--- src/rtl/shifter_pkg.sv ---
// Shared types and constants for the iterative shift unit.
package shifter_pkg;

  localparam int SHAMT_W = 5;

  typedef enum logic [1:0] {
    SHIFT_SLL = 2'b00,
    SHIFT_SRL = 2'b01,
    SHIFT_SRA = 2'b10,
    SHIFT_NOP = 2'b11
  } shift_op_t;

  typedef enum logic [1:0] {
    ST_IDLE  = 2'b00,
    ST_SHIFT = 2'b01,
    ST_DONE  = 2'b10
  } shifter_state_t;

endpackage

--- src/rtl/iterative_shifter_step.sv ---
// Combinational single-step shifter: shifts data_i by k_i (0..STEP) per op_i.
// SRA replicates the MSB of data_i, which is the latched operand sign because
// arithmetic shifts never change the top bit.
module shift_step
  import shifter_pkg::*;
#(
  parameter int XLEN = 32,
  parameter int STEP = 4,
  localparam int KW  = $clog2(STEP + 1)
) (
  input  logic [XLEN-1:0] data_i,
  input  logic [KW-1:0]   k_i,
  input  shift_op_t       op_i,
  output logic [XLEN-1:0] data_o
);

  // Select the shift flavour for this step.
  always_comb begin
    data_o = data_i;
    case (op_i)
      SHIFT_SLL: data_o = data_i << k_i;
      SHIFT_SRL: data_o = data_i >> k_i;
      SHIFT_SRA: data_o = $unsigned($signed(data_i) >>> k_i);
      default:   data_o = data_i;
    endcase
  end

endmodule

--- src/rtl/iterative_shifter.sv ---
// Multi-cycle SLL/SRL/SRA unit shifting STEP bits per cycle.
// Optional busy-cycle counter enabled by defining SHIFTER_PERF_CNT_EN.
module iterative_shifter
  import shifter_pkg::*;
#(
  parameter int XLEN = 32,
  parameter int STEP = 4
) (
  input  logic               clk,
  input  logic               reset,
  input  logic               start_valid,
  output logic               start_ready,
  input  logic [XLEN-1:0]    operand,
  input  logic [SHAMT_W-1:0] shamt,
  input  logic [1:0]         op,
  output logic               result_valid,
  input  logic               result_ready,
  output logic [XLEN-1:0]    result,
  output logic               busy
`ifdef SHIFTER_PERF_CNT_EN
  ,
  output logic [31:0]        busy_cycles
`endif
);

  localparam int KW = $clog2(STEP + 1);
  localparam logic [SHAMT_W-1:0] STEP_R = SHAMT_W'(STEP);

  shifter_state_t     state_q, state_d;
  logic [SHAMT_W-1:0] rem_q, rem_d;
  shift_op_t          op_q, op_d;
  logic [XLEN-1:0]    result_q, result_d;
  logic [KW-1:0]      step_k;
  logic [XLEN-1:0]    step_out;

  // Chunk size for this cycle: min(STEP, remaining).
  always_comb begin
    step_k = (rem_q > STEP_R) ? KW'(STEP) : KW'(rem_q);
  end

  shift_step #(
    .XLEN (XLEN),
    .STEP (STEP)
  ) u_step (
    .data_i (result_q),
    .k_i    (step_k),
    .op_i   (op_q),
    .data_o (step_out)
  );

  // Next-state and datapath update; result_q doubles as the latched operand.
  always_comb begin
    state_d  = state_q;
    rem_d    = rem_q;
    op_d     = op_q;
    result_d = result_q;
    case (state_q)
      ST_IDLE: begin
        if (start_valid) begin
          result_d = operand;
          op_d     = shift_op_t'(op);
          rem_d    = shamt;
          if (shamt == '0 || op == SHIFT_NOP) state_d = ST_DONE;
          else                                state_d = ST_SHIFT;
        end
      end
      ST_SHIFT: begin
        result_d = step_out;
        rem_d    = rem_q - SHAMT_W'(step_k);
        if (rem_q <= STEP_R) state_d = ST_DONE;
      end
      ST_DONE: begin
        if (result_ready) state_d = ST_IDLE;
      end
      default: state_d = ST_IDLE;
    endcase
  end

  // State and datapath registers with synchronous reset.
  always_ff @(posedge clk) begin
    if (reset) begin
      state_q  <= ST_IDLE;
      rem_q    <= '0;
      op_q     <= SHIFT_NOP;
      result_q <= '0;
    end else begin
      state_q  <= state_d;
      rem_q    <= rem_d;
      op_q     <= op_d;
      result_q <= result_d;
    end
  end

  assign start_ready  = (state_q == ST_IDLE);
  assign result_valid = (state_q == ST_DONE);
  assign busy         = (state_q != ST_IDLE);
  assign result       = result_q;

`ifdef SHIFTER_PERF_CNT_EN
  logic [31:0] busy_cnt_q;

  // Saturating count of edges seen while busy; cleared only by reset.
  always_ff @(posedge clk) begin
    if (reset)                      busy_cnt_q <= '0;
    else if (busy && busy_cnt_q != '1) busy_cnt_q <= busy_cnt_q + 32'd1;
  end

  assign busy_cycles = busy_cnt_q;
`endif

endmodule
--- config.mk ---
export PLATFORM = sky130hd
export DESIGN_NAME = iterative_shifter
export DESIGN_NICKNAME = d
export VERILOG_FILES = /design/src/rtl/shifter_pkg.sv /design/src/rtl/iterative_shifter_step.sv /design/src/rtl/iterative_shifter.sv
export SDC_FILE = /design/constraint.sdc
export NUM_CORES = 1
export LEC_CHECK = 0
export ABC_CLOCK_PERIOD_IN_PS = 3350
export CAP_MARGIN = 10
export CORE_MARGIN = 4
export CORE_UTILIZATION = 55
export DETAILED_ROUTE_END_ITERATION = 7
export PLACE_DENSITY = 0.95
export SLEW_MARGIN = 20
export SYNTH_ARGS = -nofsm -noshare
export SYNTH_HDL_FRONTEND = slang
export SYNTH_SLANG_ARGS = --single-unit
--- constraint.sdc ---
create_clock -name clk -period 3.35 [get_ports clk]
set_clock_uncertainty 0.15 [all_clocks]
set_input_delay 0.5025 -clock clk [delete_from_list [all_inputs] [get_ports clk]]
set_output_delay 0.5025 -clock clk [all_outputs]
set_load 0.05 [all_outputs]
==> impl_metrics.env, run 1 <==
export IMPL_setup_ws_ns=0.4616
export IMPL_synth_top_family_by_area="compound AO/OA/AOI/OAI gates"
export IMPL_synth_cell_types=63
export IMPL_drv_slew=0
export IMPL_grt_start_max_net_pins=43
export IMPL_ys_seq_area_frac=0.1832
export IMPL_arrival_ns=2.92
export IMPL_area_growth_pct=18.49
export IMPL_netlist_instances=654
export IMPL_fp_coreArea_um2=7807
export IMPL_gp_congestion=0.9703
export IMPL_relSlewSlack=0.2224
export IMPL_cts_clk_slew_worst_paths_ns=0.09
export IMPL_finalSetupViolations=0
export IMPL_post_cts_buffers=0
export IMPL_mostFrequentLayoutCells="nand2_1, clkdlybuf4s50_1, nor2_1, o21ai_0, a21oi_1"
export IMPL_root_buffer="clkbuf_8"
export IMPL_worst_hold_path_type="reg2reg"
export IMPL_vias=5866
export IMPL_synth_compound_area_frac=0.3645
export IMPL_rows=32
export IMPL_synth_net_count=701
export IMPL_fin_crit_ns=2.888
export IMPL_seq_power_share=0.289
export IMPL_drive_gt1_frac=0.08065
export IMPL_drc=0
export IMPL_critical_path_class="reg2reg"
export IMPL_hold_path_depth=2
export IMPL_cts_sinks=41
export IMPL_finalHoldViolations=0
export IMPL_synthFlopType="dfxtp_1"
export IMPL_yosys_warnings=0
export IMPL_regToRegSetupSlack_ns=0.46
export IMPL_die_h_um=98.25
export IMPL_synthAdderAreaFrac=0.01117
export IMPL_ir_drop_mv=0.2698
export IMPL_numPortBuffers=77
export IMPL_critical_path_max_fanout=16
export IMPL_cts_path_max_buffers=2
export IMPL_pwr_share_clk=0.137
export IMPL_r2r_end="result[16]"
export IMPL_ant_nets=0
export IMPL_die_x_um=98.25
export IMPL_cts_buffers=5
export IMPL_wire_per_inst_um=20.83
export IMPL_crit_path_end_kind="flop"
export IMPL_startpoint_type="flop"
export IMPL_cts_hold_buf=0
export IMPL_min_from="result[25]"
export IMPL_cts_tree="yes"
export IMPL_setup_worst_path_start="rem_q[2]"
export IMPL_ys_ff_latch=41
export IMPL_antenna_found_initial=0
export IMPL_ioPinCount=78
export IMPL_grt_usage=0.3176
export IMPL_synthArstFlopShare=0
export IMPL_fmax_mhz=346.2
export IMPL_post_cts_resize_count=0
export IMPL_drt_wl_total_um=16330
export IMPL_h_tree_depth=2
export IMPL_grt_pass1_vias=5285
export IMPL_first_pass_iters=6
export IMPL_dieArea_um2=9652
export IMPL_synthSimpleGateAreaFrac=0.2489
export IMPL_fill_cells=670
export IMPL_final_nets=728
export IMPL_diodes=0
export IMPL_power_density_nw_per_um2=478.0
export IMPL_avgSynthCellArea_um2=6.849
export IMPL_hold_path_endpoint="result[25]"
export IMPL_status="completed"
export IMPL_fin_crit_sh=0.8622
export IMPL_reg2regPathDepth=6
export IMPL_fin_setup_tns_ns=0
export IMPL_p_leak_nw=1.815
export IMPL_layout_commonest_cell="nand2_1"
export IMPL_p_int_mw=1.226
export IMPL_required_ns=3.38
export IMPL_initialDrtViolationCount=1013
export IMPL_p_sw_mw=1.311
export IMPL_synth_area_um2=4479
export IMPL_muxShareOfSynthArea=0.09972
export IMPL_switching_share=0.5167
export IMPL_vias_per_cell=7.482
export IMPL_synthXorXnorAreaFrac=0
export IMPL_power_frac_comb=0.574
export IMPL_clkLatencyLatePin_ns=0.30
export IMPL_reg2reg_from="rem_q[2]"
export IMPL_synth_edf_count=0
export IMPL_grt_overflow_total=0
export IMPL_hpwlAfterDp_um=10750
export IMPL_grt_first_pass_wirelength_um=26010
export IMPL_start_util=0.5737
export IMPL_tightestPinTransition_ns=1.166
export IMPL_rsz0062_at_grt="false"
export IMPL_maxCapViolCount=0
export IMPL_pre_cts_ws_ns=0.3366
-- power by group through the flow --
stage	logic [mW]	clock network [mW]	registers (mW)
global route	1.54	0.355	0.743
detailed placement	1.40	0	0.731
floorplan	0.875	0	0.817
global placement	1.37	0	0.727
CTS	1.41	0.343	0.719
finish	1.46	0.347	0.734
-- critical path: stages, from the launching register on --
cell and delay, ns:
dfxtp_1 0.48, or4b_1 0.92, buf_4 0.32, a21oi_1 0.16
a221oi_1 0.10, a2111oi_0 0.51, o21ai_0 0.14
-- cell families (layout without fill, tap and decap cells) --
kind of cell / after synthesis / count (layout)
DFF: 41 / 41
AOI/OAI and AO/OA: 244 / 244
muxes: 34 / 34
adders and majority gates: 4 / 4
and+or+nand+nor: 239 / 239
buffers and inverters: 91 / 119
other: 1 / 1
-- registers in the layout, summed over array words and instances (netlist names) --
register and cells:
result 32, rem_q 5, op_q 2, state_q 2
-- through the flow --
step	utilization	total power [mW]	std cells	hold slack, ns	area (um2)
global route	0.6798	2.636	784	0.4687	5308
finish	0.6798	2.537	784	0.4371	5308
detailed placement	0.6692	2.133	776	0.4157	5225
floorplan	-	1.692	654	0.4396	4479
CTS	0.6798	2.470	784	0.4294	5308
global placement	0.6692	2.101	776	0.4011	5225
-- final cells by class --
cell class | instances | area, um2 | area share
well taps | 102 | 127.6 | 0.02405
repair buffers | 100 | 955.9 | 0.1801
multi-input cells | 522 | 3279 | 0.6179
inverters | 11 | 41.29 | 0.007779
clock buffers | 6 | 72.57 | 0.01367
flip-flops and latches | 41 | 820.8 | 0.1546
clock inverters | 2 | 10.01 | 0.001886
-- metal layers --
layer  up-vias  routed length [um]  GRT usage
li1       2510                   -          -
met1      2641                5872     0.4189
met2       562                6946     0.4723
met3       153                2538    0.07786
met4         0                 977     0.1807
met5         -                   0          0
-- cell usage after synthesis, types with 4 or more instances --
library cell	instances	area, um2
nor4_1	9	56.30
nor2b_1	11	68.82
nor2_1	63	236.5
a211oi_1	21	157.7
buf_2	24	120.1
a22oi_1	6	45.04
o31ai_1	5	37.54
or3_1	12	75.07
ha_1	4	50.05
nor3_1	26	130.1
a311oi_1	6	52.55
a31oi_1	10	62.56
buf_1	5	18.77
mux4_2	8	180.2
o221ai_1	4	35.03
a221oi_1	22	192.7
o211ai_1	10	75.07
mux2_2	5	56.30
o21ai_0	62	310.3
nand3_1	13	65.06
nand2_1	84	315.3
inv_1	9	33.78
clkbuf_1	44	165.2
a21oi_1	50	250.2
a21o_1	5	37.54
o21a_1	6	45.04
dfxtp_1	41	820.8
nand2b_1	5	31.28
o311ai_0	7	61.31
buf_6	4	45.04
mux2i_1	21	210.2
-- worst max path at each step --
stage / slack [ns] / depth (start not counted) / endpoint
6_report: 0.46 / 6 / result[16]
5_1_grt: 0.37 / 8 / result[12]
4_1_cts: 0.54 / 6 / result[16]
3_5_place_dp: 0.34 / 7 / result[12]
3_3_place_gp: 0.43 / 7 / result[20]
2_1_floorplan: 0.73 / 11 / rem_q[2]
(Power assumes the default switching activity.)
==> run 2: changes to the inputs <==
CELL_PAD_IN_SITES_DETAIL_PLACEMENT = 1   (was unset)
CELL_PAD_IN_SITES_GLOBAL_PLACEMENT = 2   (was unset)
CORE_UTILIZATION = 30   (was 55)
PLACE_DENSITY = 0.94   (was 0.95)
==> impl_metrics.env, run 2 (synthesis gave the netlist of run 1 again) <==
export IMPL_crit_path_end_kind="flop"
export IMPL_vias=5604
export IMPL_fin_util=0.3814
export IMPL_layout_commonest_cell="nand2_1"
export IMPL_hpwlAfterDp_um=13870
export IMPL_grt_first_pass_wirelength_um=31560
export IMPL_die_h_um=130.2
export IMPL_pre_cts_ws_ns=0.3497
export IMPL_numPortBuffers=77
export IMPL_regToRegSetupSlack_ns=0.43
export IMPL_cts_sinks=41
export IMPL_root_buffer="clkbuf_16"
export IMPL_cts_clk_slew_worst_paths_ns=0.07
export IMPL_post_cts_resize_count=0
export IMPL_critPathBufInv=2
export IMPL_rows=44
export IMPL_drive_gt1_frac=0.09420
export IMPL_diodes=0
export IMPL_startpoint_type="flop"
export IMPL_gp_congestion=0.9292
export IMPL_critical_path_max_fanout=15
export IMPL_rsz0062_at_grt="false"
export IMPL_dp_cells=866
export IMPL_grt_overflow_total=0
export IMPL_fin_hold_ws_ns=0.4518
export IMPL_arrival_ns=3.00
export IMPL_setup_ws_ns=0.4300
export IMPL_post_cts_buffers=0
export IMPL_final_nets=736
export IMPL_mostFrequentLayoutCells="nand2_1, clkdlybuf4s50_1, nor2_1, o21ai_0, a21oi_1"
export IMPL_relSlewSlack=0.5098
export IMPL_start_util=0.3070
export IMPL_cts_buffers=5
export IMPL_finalSetupViolations=0
export IMPL_largest_register_ff_count=32
export IMPL_place_area_um2=5406
export IMPL_grt_pass1_vias=5716
export IMPL_tightestPinTransition_ns=0.7353
export IMPL_first_pass_iters=5
export IMPL_fin_crit_ns=2.920
export IMPL_fin_setup_tns_ns=0
export IMPL_wire_per_inst_um=23.10
export IMPL_antenna_found_initial=0
export IMPL_area_growth_pct=24.22
export IMPL_critical_path_class="reg2reg"
export IMPL_p_leak_nw=1.894
export IMPL_clkLatencyLatePin_ns=0.30
export IMPL_status="completed"
export IMPL_worst_hold_path_type="reg2reg"
export IMPL_required_ns=3.43
export IMPL_finalPower_mw=2.819
export IMPL_ant_nets=0
export IMPL_dieArea_um2=16950
export IMPL_cts_path_max_buffers=2
export IMPL_initialDrtViolationCount=604
export IMPL_die_x_um=130.2
export IMPL_cpPeakStageDelay_ns=0.69
export IMPL_vias_per_cell=6.412
export IMPL_ioPinCount=78
export IMPL_h_tree_depth=2
export IMPL_cp_top_family="compound AO/OA/AOI/OAI gates"
export IMPL_crit_top_cell="o21ai_0"
export IMPL_stdcell_area_um2=5564
export IMPL_drv_slew=0
export IMPL_fmax_mhz=342.5
export IMPL_grt_usage=0.2329
export IMPL_finalHoldViolations=0
export IMPL_grt_start_max_net_pins=48
export IMPL_cts_tree="yes"
export IMPL_critical_path_cell_chain="inv_1 -> ha_1 -> o21ai_0 -> buf_4 -> nor2_1 -> o311ai_0 -> o21ai_0 -> a221oi_1 -> o21ai_0"
export IMPL_fin_cells=874
export IMPL_cts_hold_buf=0
export IMPL_fp_coreArea_um2=14590
export IMPL_ir_drop_mv=0.2243
export IMPL_drt_wl_total_um=20190
export IMPL_maxCapViolCount=0
export IMPL_drc=0
export IMPL_power_density_nw_per_um2=506.7
export IMPL_fin_crit_sh=0.8716
export IMPL_crit_path_top_delay_cell="ha_1"
-- run 2: changes by cell type in the layout (fill, tap and decap cells not counted), sizes merged --
cell / before / now
buf: 23 / 31
clkbuf: 6 / 7
clkinv: 4 / 3
-- run 2: report_power, final --
group | switching [mW] | total, mW | leakage (nW) | internal (mW)
clock | 0.228 | 0.545 | 0.0799 | 0.317
combinational | 0.981 | 1.53 | 1.47 | 0.545
sequential | 0.192 | 0.749 | 0.339 | 0.556
-- run 2: worst register-to-register path, delay by kind of cell (launching register included) --
family,cells,cell delay [ns]
and+or+nand+nor,1,0.42
AOI/OAI and AO/OA,5,0.92
DFF,1,0.34
buffers and inverters,2,0.33
adders and majority gates,1,0.69
-- run 2: path summary, 6_finish.rpt --
path	startpoint	cells after the start	endpoint
setup / recovery	op_q[0]	9	result[11]
hold / removal	result[25]	2	result[25]
setup reg to reg	op_q[0]	9	result[11]
hold reg to reg	result[25]	2	result[25]
-- run 2: layer usage --
metal / part of all wire / track usage
met1: 0.42 / 0.3119
met2: 0.46 / 0.3775
met3: 0.091 / 0.03848
met4: 0.032 / 0.08374
met5: 0 / 0
-- run 2: cell type report --
class	instances	area, um2
Clock inverter	1	5.005
Clock buffer	7	152.6
Tap cell	184	230.2
Timing Repair Buffer	108	1028
Sequential cell	41	822.0
Fill cell	1788	9025
Inverter	11	41.29
Multi-Input combinational cell	522	3284
==> run 3: changes to the inputs <==
CORE_MARGIN = 3   (was 4)
==> impl_metrics.env, run 3 (synthesis gave the netlist of run 1 again) <==
export IMPL_status="completed"
export IMPL_drv_slew=0
export IMPL_crit_top_cell="o21ai_0"
export IMPL_dp_cells=870
export IMPL_vias=5566
export IMPL_area_growth_pct=25.03
export IMPL_gp_congestion=0.8976
export IMPL_diodes=0
export IMPL_place_area_um2=5424
export IMPL_crit_path_end_kind="flop"
export IMPL_cpPeakStageDelay_ns=0.65
export IMPL_antenna_found_initial=1
export IMPL_fin_cells=878
export IMPL_ant_nets=0
export IMPL_crit_path_top_delay_cell="nor3_2"
export IMPL_cts_clk_slew_worst_paths_ns=0.07
export IMPL_critPathBufInv=0
export IMPL_critical_path_cell_chain="nor3_2 -> o21ai_0 -> a22oi_1 -> nand2_1 -> a2111oi_0 -> o21ai_0"
export IMPL_drive_gt1_frac=0.09942
export IMPL_finalSetupViolations=0
export IMPL_ioPinCount=78
export IMPL_p_leak_nw=1.912
export IMPL_rsz0062_at_grt="false"
export IMPL_grt_start_max_net_pins=48
export IMPL_cts_path_max_buffers=2
export IMPL_multi_input_area_um2=3284
export IMPL_relSlewSlack=0.2405
export IMPL_layout_commonest_cell="nand2_1"
export IMPL_finalHoldViolations=0
export IMPL_fin_crit_ns=2.831
export IMPL_grt_usage=0.2346
export IMPL_cts_tree="yes"
export IMPL_power_density_nw_per_um2=517.1
export IMPL_first_pass_iters=5
export IMPL_stdcell_area_um2=5600
export IMPL_root_buffer="clkbuf_16"
export IMPL_startpoint_type="flop"
export IMPL_cts_hold_buf=0
export IMPL_worst_hold_path_type="reg2reg"
export IMPL_wire_per_inst_um=22.36
export IMPL_wl_met1_um=8385
export IMPL_final_nets=740
export IMPL_cts_sinks=41
export IMPL_routed_top_layer="met5"
export IMPL_initialDrtViolationCount=549
export IMPL_grt_overflow_total=0
export IMPL_fp_coreArea_um2=14590
export IMPL_routed_wl_met3_um=1507
export IMPL_clkLatencyLatePin_ns=0.31
export IMPL_fill_cells=1773
export IMPL_cp_top_family="compound AO/OA/AOI/OAI gates"
export IMPL_fin_setup_tns_ns=0
export IMPL_cts_buffers=5
export IMPL_maxCapViolCount=0
export IMPL_h_tree_depth=2
export IMPL_regArea_um2=822.0
export IMPL_die_h_um=128.2
export IMPL_hpwlAfterDp_um=13810
export IMPL_critical_path_class="reg2reg"
export IMPL_numPortBuffers=77
export IMPL_fin_crit_sh=0.8452
export IMPL_critical_path_max_fanout=11
export IMPL_rows=44
export IMPL_drt_wl_total_um=19630
export IMPL_grt_first_pass_wirelength_um=31100
export IMPL_grt_pass1_vias=5574
export IMPL_largest_register_ff_count=32
export IMPL_post_cts_resize_count=0
export IMPL_die_x_um=128.2
export IMPL_required_ns=3.38
export IMPL_tightestPinTransition_ns=1.139
export IMPL_start_util=0.3070
export IMPL_drc=0
export IMPL_vias_per_cell=6.339
export IMPL_arrival_ns=2.86
export IMPL_post_cts_buffers=0
export IMPL_dieArea_um2=16430
export IMPL_fmax_mhz=353.2
export IMPL_ir_drop_mv=0.1948
export IMPL_wl_met2_um=9206
export IMPL_mostFrequentLayoutCells="nand2_1, clkdlybuf4s50_1, nor2_1, o21ai_0, a21oi_1"
-- run 3: through the flow --
stage,utilization,power (mW),setup WS [ns],hold slack [ns]
4_1_cts,0.3839,2.870,0.5621,0.4092
5_1_grt,0.3839,3.033,0.3643,0.4416
3_5_place_dp,0.3718,2.245,0.4552,0.3986
6_report,0.3839,2.896,0.5185,0.4091
3_3_place_gp,0.3718,2.208,0.4568,0.4060
2_1_floorplan,-,1.692,0.7298,0.4396
-- run 3: worst paths after layout --
check | start | to | slack, ns | cells after the start
max reg2reg | rem_q[3] | result[16] | 0.52 | 6
min reg2reg | result[25] | result[25] | 0.41 | 2
min | result[25] | result[25] | 0.41 | 2
max | rem_q[3] | result[16] | 0.52 | 6
-- run 3: final cells by class --
class / count / area share
multi-input cells: 522 / 0.5865
flip-flops and latches: 41 / 0.1468
clock buffers: 6 / 0.02480
well taps: 184 / 0.04111
clock inverters: 2 / 0.006702
inverters: 11 / 0.007373
repair buffers: 112 / 0.1868
-- run 3: worst reg2reg max path, cell delays in order, from the launching register on --
cell and delay [ns]:
dfxtp_1 0.45, nor3_2 0.65, o21ai_0 0.29, a22oi_1 0.25, nand2_1 0.16, a2111oi_0 0.62
o21ai_0 0.14
-- run 3: power breakdown --
group	leakage [nW]	total, mW	internal (mW)	switching [mW]
registers	0.339	0.751	0.556	0.195
logic	1.49	1.52	0.556	0.968
clock network	0.0831	0.621	0.373	0.248
total	1.91	2.90	1.49	1.41
-- run 3: layer usage --
layer | vias to the layer above | GRT usage
met3 | 49 | 0.04292
met4 | 2 | 0.08427
li1 | 2528 | -
met1 | 2715 | 0.3144
met2 | 272 | 0.3760
met5 | - | 0
